File: src/rtl/io_interface.sv
// Keyboard/display I/O port for a small accumulator machine: INPR/FGI on the
// input side, OUTR/FGO plus a two-state display sender on the output side.
module io_interface (
    input  logic        clk,
    input  logic        reset,
    input  logic        kbd_valid,
    input  logic [7:0]  kbd_data,
    output logic        kbd_ready,
    output logic        disp_valid,
    output logic [7:0]  disp_data,
    input  logic        disp_ready,
    input  logic        io_read,
    input  logic        io_write,
    input  logic [7:0]  ac_in,
    output logic [15:0] io_data_out,
    input  logic        ien_set,
    input  logic        ien_clr,
    output logic        fgi,
    output logic        fgo,
    output logic        keyboard_interrupt,
    output logic        overrun_err
);

    // Handshakes: a transfer happens on a rising edge where valid and ready are
    // both 1; the sender keeps valid and data stable until that edge.
    typedef enum logic {
        IDLE = 1'b0,
        SEND = 1'b1
    } state_e;

    state_e     state_q, state_d;
    logic [7:0] inpr_q, inpr_d;
    logic [7:0] outr_q, outr_d;
    logic       fgi_q, fgi_d;
    logic       fgo_q, fgo_d;
    logic       ien_q, ien_d;
    logic       ovr_q, ovr_d;
    logic       kbd_accept;

    assign kbd_accept = kbd_valid & ~fgi_q;

    always_ff @(posedge clk or posedge reset) begin
        if (reset) begin
            state_q <= IDLE;
            inpr_q  <= 8'h00;
            outr_q  <= 8'h00;
            fgi_q   <= 1'b0;
            fgo_q   <= 1'b1;
            ien_q   <= 1'b0;
            ovr_q   <= 1'b0;
        end else begin
            state_q <= state_d;
            inpr_q  <= inpr_d;
            outr_q  <= outr_d;
            fgi_q   <= fgi_d;
            fgo_q   <= fgo_d;
            ien_q   <= ien_d;
            ovr_q   <= ovr_d;
        end
    end

    always_comb begin
        state_d = state_q;
        inpr_d  = inpr_q;
        outr_d  = outr_q;
        fgi_d   = fgi_q;
        fgo_d   = fgo_q;
        ien_d   = ien_q;
        ovr_d   = ovr_q;

        // A keyboard load placed after the read clear lets the load win.
        if (io_read && fgi_q) begin
            fgi_d = 1'b0;
        end
        if (kbd_accept) begin
            inpr_d = kbd_data;
            fgi_d  = 1'b1;
        end

        if (io_write) begin
            if (fgo_q && state_q == IDLE) begin
                outr_d  = ac_in;
                fgo_d   = 1'b0;
                state_d = SEND;
            end else if (!fgo_q) begin
                ovr_d = 1'b1;
            end
        end

        if (state_q == SEND && disp_ready) begin
            state_d = IDLE;
            fgo_d   = 1'b1;
        end

        if (ien_clr) begin
            ien_d = 1'b0;
        end else if (ien_set) begin
            ien_d = 1'b1;
        end
    end

    assign kbd_ready          = ~fgi_q;
    assign io_data_out        = {8'h00, inpr_q};
    assign disp_valid         = (state_q == SEND);
    assign disp_data          = outr_q;
    assign fgi                = fgi_q;
    assign fgo                = fgo_q;
    assign keyboard_interrupt = ien_q & fgi_q;
    assign overrun_err        = ovr_q;

endmodule

File: config.mk
export PLATFORM = sky130hd
export DESIGN_NAME = io_interface
export DESIGN_NICKNAME = d
export VERILOG_FILES = /design/src/rtl/io_interface.sv
export SDC_FILE = /design/constraint.sdc
export NUM_CORES = 1
export LEC_CHECK = 0
export BUFFER_PORTS_ARGS = -buffer_cell sky130_fd_sc_hd__buf_2
export CORE_MARGIN = 4
export CORE_UTILIZATION = 35
export CTS_CLUSTER_SIZE = 20
export DETAILED_ROUTE_END_ITERATION = 8
export PLACE_DENSITY = 0.73
export SYNTH_ARGS = -nofsm -noshare
export SYNTH_HDL_FRONTEND = slang
export SYNTH_SLANG_ARGS = --single-unit
File: constraint.sdc
create_clock -name clk -period 1.55 [get_ports clk]
set_clock_uncertainty 0.1 [all_clocks]
set_input_delay 0.31 -clock clk [delete_from_list [all_inputs] [get_ports clk]]
set_output_delay 0.31 -clock clk [all_outputs]
set_load 0.01 [all_outputs]
Yosys cells after proc, flatten, opt, wreduce, memory -nomap -nowiden
Index checks and enable logic that the tools add are counted.
Storage, ports and cells
  register bits after elaboration: 21
  bits in latches: 0
  RAM bits: 0
  memory bits (read-only): 0
  output and inout bits: 30
  memories kept: 0
Cells by class
  add/subtract/negate cells: 0
  multiply operators: 0
  div/mod/pow operators: 0
  order comparisons: 0
  equal/unequal tests: 0
  shift operators: 0
  mux-type cells: 10
  bitwise operators: 6
  reduce and logical (&&, ||, !) cells: 10
Operator list (number)
  $mux W1: 10
  $reduce_bool A2 Y1: 4
  $not A1 Y1: 4
  $reduce_and A2 Y1: 2
  $logic_and A1 B1 Y1: 3
  $reduce_and A3 Y1: 1
  $and A1 B1 Y1: 2

Longest topological paths before layout
Gate-level depths: netlist of the first run.
  word-level depth: 5
  depth in mapped cells: 3
  mapped depth without buffers: 2

Least setup slack after synthesis of the first run
OpenSTA, ideal clock, no wires.
  path kind: flip-flop to flip-flop
  start point: reg fgi_q, in the netlist fgi
  end point: reg inpr_q[0]
  setup time: 0.125 ns
  data arrival time: 1.013 ns
  data required time: 1.325 ns
  path slack: 0.312 ns
  stages on the path, launching flop included: 4
  clock period less this slack: 1.238 ns
  path through: dfrtp_1 nor2b_1 buf_6 mux2_2
Between the ends
  word-level cells in the longest chain between the ends: 2
Ends and longest elaborated chain
  start: declaration: line 34  | logic fgi_q, fgi_d;
  start signal: assignment: line 55  | fgi_q <= fgi_d;
  $not A1 Y1: line 40  | assign kbd_accept = kbd_valid & ~fgi_q;
  $and A1 B1 Y1: line 40
  end signal: assignment: line 53  | inpr_q <= inpr_d;
  end: declaration: line 32  | logic [7:0] inpr_q, inpr_d;
Every way passes these cells.
A chain may end at the register's enable or synchronous reset.

Final worst setup path of the first run
  start point: reg fgo_q, in the netlist fgo
  end point: out fgo
RTL lines
  start: declaration: line 35  | logic fgo_q, fgo_d;
  start signal: assignment: line 56  | fgo_q <= fgo_d;
  end: declaration: line 19  | output logic fgo,
No word-level cell between the ends.

==> summary.txt, run 1 <==
Status
  • Status: finished, final reports clean

Logic synthesis
  • Top_reg_cell synth: dfrtp_1
  • Syn Area/Cell: around 14 sq um
  • Synth warnings: 0
  • Number of flops mapped to enable cells by yosys: 0
  • Post-synthesis cell count: slightly above 60
  • Register area share after synthesis: about three fifths
  • Synthesized flop and latch total: 21
  • Asr flop ratio synth: 100%
  • Number of library cell types mapped by synthesis: 14
  • Cell Area, Synth: ~870 sq um

Drt
  • 1st-iter DRT viols: 3
  • Number of vias per cell: approximately 4.3
  • Vias: between 500 and 600
  • Drt total wl: between 1500 and 2000 um
  • Final ANT Viol Nets: 0
  • DR pass1 iterations: 5
  • Avg WL per Cell: around 12 um
  • Remaining DRCs: 0

Worst setup path
  • Setup CP Type: flip-flop to primary output
  • Critical path launch point type: flip-flop
  • CP Max Fanout: 4
  • Critical Path, Cell by Cell: buf_2
  • Slowest Stage Delay on Critical Path: ~590 ps
  • Slowest cell on crit path: dfstp_2
  • Crit path DAT: 1020 ps
  • Largest delay share family, worst path: flip-flops
  • Worst EP required: around 1100 ps
  • CP endpoint kind: primary output
  • Crit path buffers/inverters: 1

Floorplan
  • Initial Util: between 30% and 40%
  • IO Count: 54
  • Core Region: 2280 sq um
  • Row count: 17
  • Die area: roughly 3300 sq um
  • Die Y: roughly 58 um
  • DIE WIDTH: between 50 and 60 um

Placement
  • Pre-CTS setup slack: between 200 and 300 ps
  • # placed instances: about 130
  • Placer congestion estimate: 0.704
  • DPL Wire Length: between 1000 and 1500 um
  • IO Port Bufs: 45

Timing
  • Final Hold Vio Count: 0
  • Final TNS setup: 0 ps
  • Final setup margin: 118 ps
  • F_max: 699 MHz
  • Period utilization: roughly 90%
  • Slew Viols, Final: 0
  • RSZ-0062 raised after global routing: false
  • Final min period: between 1000 and 1500 ps
  • Setup violators final: 0

Power and ir drop
  • Leakage: approximately 0.6 nW
  • Worst vdd ir: roughly 0.77 mV
  • Int Power: 1.16 mW
  • PD cells: between 1000 and 1500 nW/um^2
  • Reg power frac: 49.8%
  • Clock network power share: roughly 15%
  • NetSw: 0.530 mW
  • Combinational fraction of design power: roughly 35%
  • Switching share of power: a little under a third

Clock tree
  • CTS H-tree depth: 1
  • Num CTS Buffers: 3
  • Root Buffer: clkbuf_4
  • CTS resizes: 0
  • Clock transition at path regs: around 110 ps
  • Clk_lat worst skew: slightly below 300 ps
  • TritonCTS clock tree: yes
  • CTS sink cnt: 21
  • Hold-fix buffers at CTS: 1
  • Post-CTS Repair Setup Buffers: 0
  • Max clock buf depth: 2

Final layout
  • Commonest cells after routing, fill and taps aside: buf_2 (45), dfrtp_1 (20), mux2_2 (16), conb_1 (8), inv_1 (4)
  • Register area: 527 sq um
  • Final Util: about half
  • Nets: 136
  • Fillers: ~210
  • Final std cells w/o fill: roughly 140
  • Antenna diodes: 0
  • Leading cell type in the layout, fill and taps excluded: buf_2
  • P&R area growth vs syn: 30.7%
  • Share of cells above drive strength 1: between 60 and 70%
  • Area of the multi-input gates: 282 sq um

GRT
  • Global Route Usage Sum: between 10% and 20%
  • GRT Residual Overflow: 0
  • Busiest grt layer: met2
  • GR met1 Demand/Resource: a little under an eighth
  • GRT met3 Usage: ~3.8%
  • Initial antenna violation count: 0
  • Grt met2 use: approximately 18%
  • First-pass GRT wire length: around 2800 um
  • Number of global-route vias before repair: 632
  • Largest net degree at the start of global routing: 13

Run
  • Max-Cap Viols: 0

Hold path
  • HP Class: input port to flip-flop
[final cells by class]
type | count | area share [%]
Sequential cell | 21 | 46.4
Multi-Input combinational cell | 34 | 24.8
Timing Repair Buffer | 48 | 22.1
Tap cell | 28 | 3.09
Clock buffer | 4 | 2.32
Inverter | 4 | 1.32
[synthesized netlist by cell type, types with 2 or more instances]
master   number  area share, %
dfrtp_1      20             58
mux2_2       16             21
inv_1         4            1.7
buf_4         8            6.9
o21ai_0       3            1.7
nor2_1        2           0.86
[metal layers]
metal	up-vias	wire, um
met5	-	0
met4	0	0
met3	0	262
met2	37	841
met1	275	590
li1	285	-
[through the flow]
stage          hold WS [ps]  area (sq um)  power, mW
6_report               54.6          1130       1.69
5_1_grt                36.5          1130       1.80
4_1_cts                34.6          1130       1.72
3_5_place_dp            198          1100       1.46
3_3_place_gp            192          1100       1.43
2_1_floorplan           186           895       1.21
[path summary, 6_finish.rpt]
check / startpoint / end / slack (ps) / cells past startpoint
max: fgo / fgo / 120 / 1
min: ien_clr / ien_q / 50 / 2
max reg2reg: fgi / inpr_q[0] / 250 / 3
min reg2reg: overrun_err / overrun_err / 400 / 1
max in group asynchronous: reset / inpr_q[6] / 460 / 4
min in group asynchronous: reset / disp_data[0] / 410 / 3
[cells by family (layout without fill, tap and decap cells)]
kind of cell | after synthesis | in the layout | synth area share (%)
multiplexers | 16 | 16 | 20.7
other | 1 | 8 | 0.432
buffers and inverters | 13 | 56 | 9.94
AND/OR/NAND/NOR | 5 | 5 | 4.61
AO/OA/AOI/OAI | 5 | 5 | 3.60
flip-flops | 21 | 21 | 60.7
[power groups by stage]
| stage | clock network [mW] | logic, mW | registers [mW] |
|---|---|---|---|
| after floorplan | 0 | 0.272 | 0.936 |
| after global placement | 0 | 0.591 | 0.843 |
| after detailed placement | 0 | 0.609 | 0.852 |
| after CTS | 0.271 | 0.611 | 0.842 |
| after global routing | 0.291 | 0.651 | 0.864 |
| final | 0.251 | 0.597 | 0.841 |
[sequential cells by signal (all words and copies together), names as in the netlist]
name / cells
disp_valid: 1
ien_q: 1
overrun_err: 1
inpr_q: 8
fgo: 1
fgi: 1
disp_data: 8
No activity file was read; power rests on OpenSTA's default activity.
==> inputs of run 2 (changes only) <==
- ABC_AREA: unset -> 1
- PLACE_DENSITY: 0.73 -> 0.71
==> summary.txt, run 2 <==
Final layout
  • Area of the multi-input gates: 309 sq um (was 282 sq um)
  • Antenna diodes: 0 (unchanged)
  • Final Util: 46.9% (was 49.9%)
  • Leading cell type in the layout, fill and taps excluded: buf_2 (unchanged)
  • P&R area growth vs syn: 25.6% (was 30.7%)
  • Commonest cells after routing, fill and taps aside: buf_2 (45), nand2_1 (36), dfrtp_1 (20) (was buf_2 (45), dfrtp_1 (20), mux2_2 (16), conb_1 (8), inv_1 (4))
  • Share of cells above drive strength 1: 37.7% (was 62.2%)
  • Fillers: 252 (was 212)
  • Register area: 527 sq um (unchanged)
  • Nets: 171 (was 136)

Logic synthesis
  • Most common cell in the synthesized netlist: nand2_1 (was dfrtp_1)
  • Number of flops mapped to enable cells by yosys: 0 (unchanged)
  • Post-synth top area share: 53.6% (was 57.6%)
  • Commonest cells in the netlist: nand2_1 (36), dfrtp_1 (20), buf_4 (9) (was dfrtp_1 (20), mux2_2 (16), buf_4 (8))
  • Number of library cell types mapped by synthesis: 16 (was 14)
  • Post-synth top area cell: dfrtp_1 (unchanged)
  • Synth warnings: 0 (unchanged)
  • Asr flop ratio synth: 100% (unchanged)
  • Register area share after synthesis: 56.4% (was 60.7%)
  • Syn Area/Cell: 9.43 sq um (was 14.2 sq um)
  • Synthesized flop and latch total: 21 (unchanged)
  • Top_reg_cell synth: dfrtp_1 (unchanged)
  • Cell Area, Synth: 933 sq um (was 868 sq um)
  • Post-synthesis cell count: 99 (was 61)
  • Synth top area cells: dfrtp_1 (54%), nand2_1 (14%), buf_4 (7.2%) (was dfrtp_1 (58%), mux2_2 (21%), buf_4 (6.9%))

Drt
  • Remaining DRCs: 0 (unchanged)
  • DR pass1 iterations: 4 (was 5)
  • Drt total wl: 1980 um (was 1700 um)
  • Avg WL per Cell: 11.2 um (was 12.2 um)
  • Final ANT Viol Nets: 0 (unchanged)
  • Number of vias per cell: 4.54 (was 4.29)
  • 1st-iter DRT viols: 33 (was 3)
  • Vias: 799 (was 597)

GRT
  • Global Route Usage Sum: 12.4% (was 10.7%)
  • First-pass GRT wire length: 3370 um (was 2750 um)
  • Number of global-route vias before repair: 783 (was 632)
  • GRT Residual Overflow: 0 (unchanged)
  • Initial antenna violation count: 0 (unchanged)
  • Largest net degree at the start of global routing: 22 (was 13)

Placement
  • Pre-CTS setup slack: 333 ps (was 261 ps)
  • Placer congestion estimate: 0.821 (was 0.704)
  • DPL Wire Length: 1570 um (was 1390 um)
  • IO Port Bufs: 45 (unchanged)

Hold path
  • Worst hold stages: 2 (unchanged)
  • HP Class: input port to flip-flop (unchanged)

Clock tree
  • Root Buffer: clkbuf_4 (unchanged)
  • TritonCTS clock tree: yes (unchanged)
  • CTS sink cnt: 21 (unchanged)
  • Num CTS Buffers: 3 (unchanged)
  • CTS H-tree depth: 1 (unchanged)
  • Clk_lat worst skew: 290 ps (about the same)
  • Max clock buf depth: 2 (unchanged)
  • Clock transition at path regs: 100 ps (was 110 ps)

Timing
  • Setup violators final: 0 (unchanged)
  • Final Hold Vio Count: 0 (unchanged)
  • Final setup margin: 95.9 ps (was 118 ps)
  • Final TNS setup: 0 ps (unchanged)
  • Slew Viols, Final: 0 (unchanged)
  • RSZ-0062 raised after global routing: false (unchanged)
  • Period utilization: 93.8% (was 92.4%)
  • F_max: 688 MHz (was 699 MHz)
  • Final min period: 1450 ps (was 1430 ps)

Worst setup path
  • Setup CP Type: flip-flop to primary output (unchanged)
  • Crit path buffers/inverters: 2 (was 1)
  • CP endpoint kind: primary output (unchanged)
  • Worst EP required: 1140 ps (about the same)
  • R2R depth: 4 (was 3)
  • Cell count along the critical path: 2 (was 1)
  • CP Max Fanout: 11 (was 4)
  • Crit path DAT: 1040 ps (was 1020 ps)
  • Slowest cell on crit path: dfrtp_1 (was dfstp_2)
  • Critical path launch point type: flip-flop (unchanged)
  • Critical Path, Cell by Cell: inv_2 -> buf_2 (was buf_2)
  • Slowest Stage Delay on Critical Path: 420 ps (was 590 ps)
  • Largest delay share family, worst path: flip-flops (unchanged)

Floorplan
  • Initial Util: 37.3% (was 38.2%)
  • Die area: 3560 sq um (was 3340 sq um)
  • Core Region: 2500 sq um (was 2280 sq um)
  • IO Count: 54 (unchanged)
  • Die Y: 59.6 um (was 57.8 um)
  • DIE WIDTH: 59.6 um (was 57.8 um)
  • Row count: 18 (was 17)

Run
  • Max-Cap Viols: 0 (unchanged)

Power and ir drop
  • PD cells: 1480 nW/um^2 (was 1490 nW/um^2)
  • Worst vdd ir: 0.785 mV (was 0.767 mV)
  • Leakage: 0.691 nW (was 0.599 nW)

Status
  • Status: finished, final reports clean (unchanged)
==> run 2: cell types whose count changed after synthesis, moves of 2 or more <==
cell	change
inv_2	+2
nand4_1	+8
o21ai_0	-2
nand3_1	+8
mux2_2	-16
nand2_1	+36
buf_6	+2
==> run 2: what timing repair did <==
item | CTS | global route
endpoints found under the hold margin | 20 | 0
buffers inserted | 1 | 0
hold buffers | 1 | 0
gates resized for setup | 0 | 0
setup endpoints to repair | 1 | 0
==> run 2: report_power, final <==
part | internal (mW) | switching, mW
clock | 0.100 | 0.150
combinational | 0.259 | 0.408
sequential | 0.728 | 0.0912
==> run 2: cell type report <==
class,count,area share [%]
Tap cell,30,3.20
Timing Repair Buffer,48,21.3
Clock buffer,4,2.24
Sequential cell,21,44.9
Multi-Input combinational cell,67,26.4
Inverter,6,1.92
==> run 2: through the flow <==
| step | hold slack (ps) | power, mW | instance area [sq um] | cells |
|---|---|---|---|---|
| 2_1_floorplan | 186 | 1.26 | 960 | 106 |
| 3_3_place_gp | 246 | 1.46 | 1130 | 170 |
| 5_1_grt | 31.9 | 1.90 | 1170 | 176 |
| 6_report | 58.1 | 1.74 | 1170 | 176 |
| 3_5_place_dp | 255 | 1.48 | 1130 | 170 |
| 4_1_cts | 45.3 | 1.76 | 1170 | 176 |
==> run 2: layer usage <==
metal	share of wire (%)	vias to the layer above	track usage (%)	wire, um
met4	0	0	4.75	0
met5	0	-	0	0
met3	13	0	4.14	255
li1	-	397	-	-
met1	40	365	15.4	793
met2	47	37	19.8	930
==> run 2: worst paths after layout <==
kind,start,to,slack (ps)
worst min-delay path,ien_clr,ien_q,60
worst max-delay path,fgi,kbd_ready,100
max in group asynchronous,reset,fgo,620
worst min register to register,overrun_err,overrun_err,360
worst max register to register,fgo,disp_data[2],340
min in group asynchronous,reset,inpr_q[4],460
==> run 2: cell families after synthesis <==
kind of cell	share of synthesized area [%]
compound gates	1.88
flops	56.4
simple gates	28.0
other cells	0.402
buf+inv	13.3
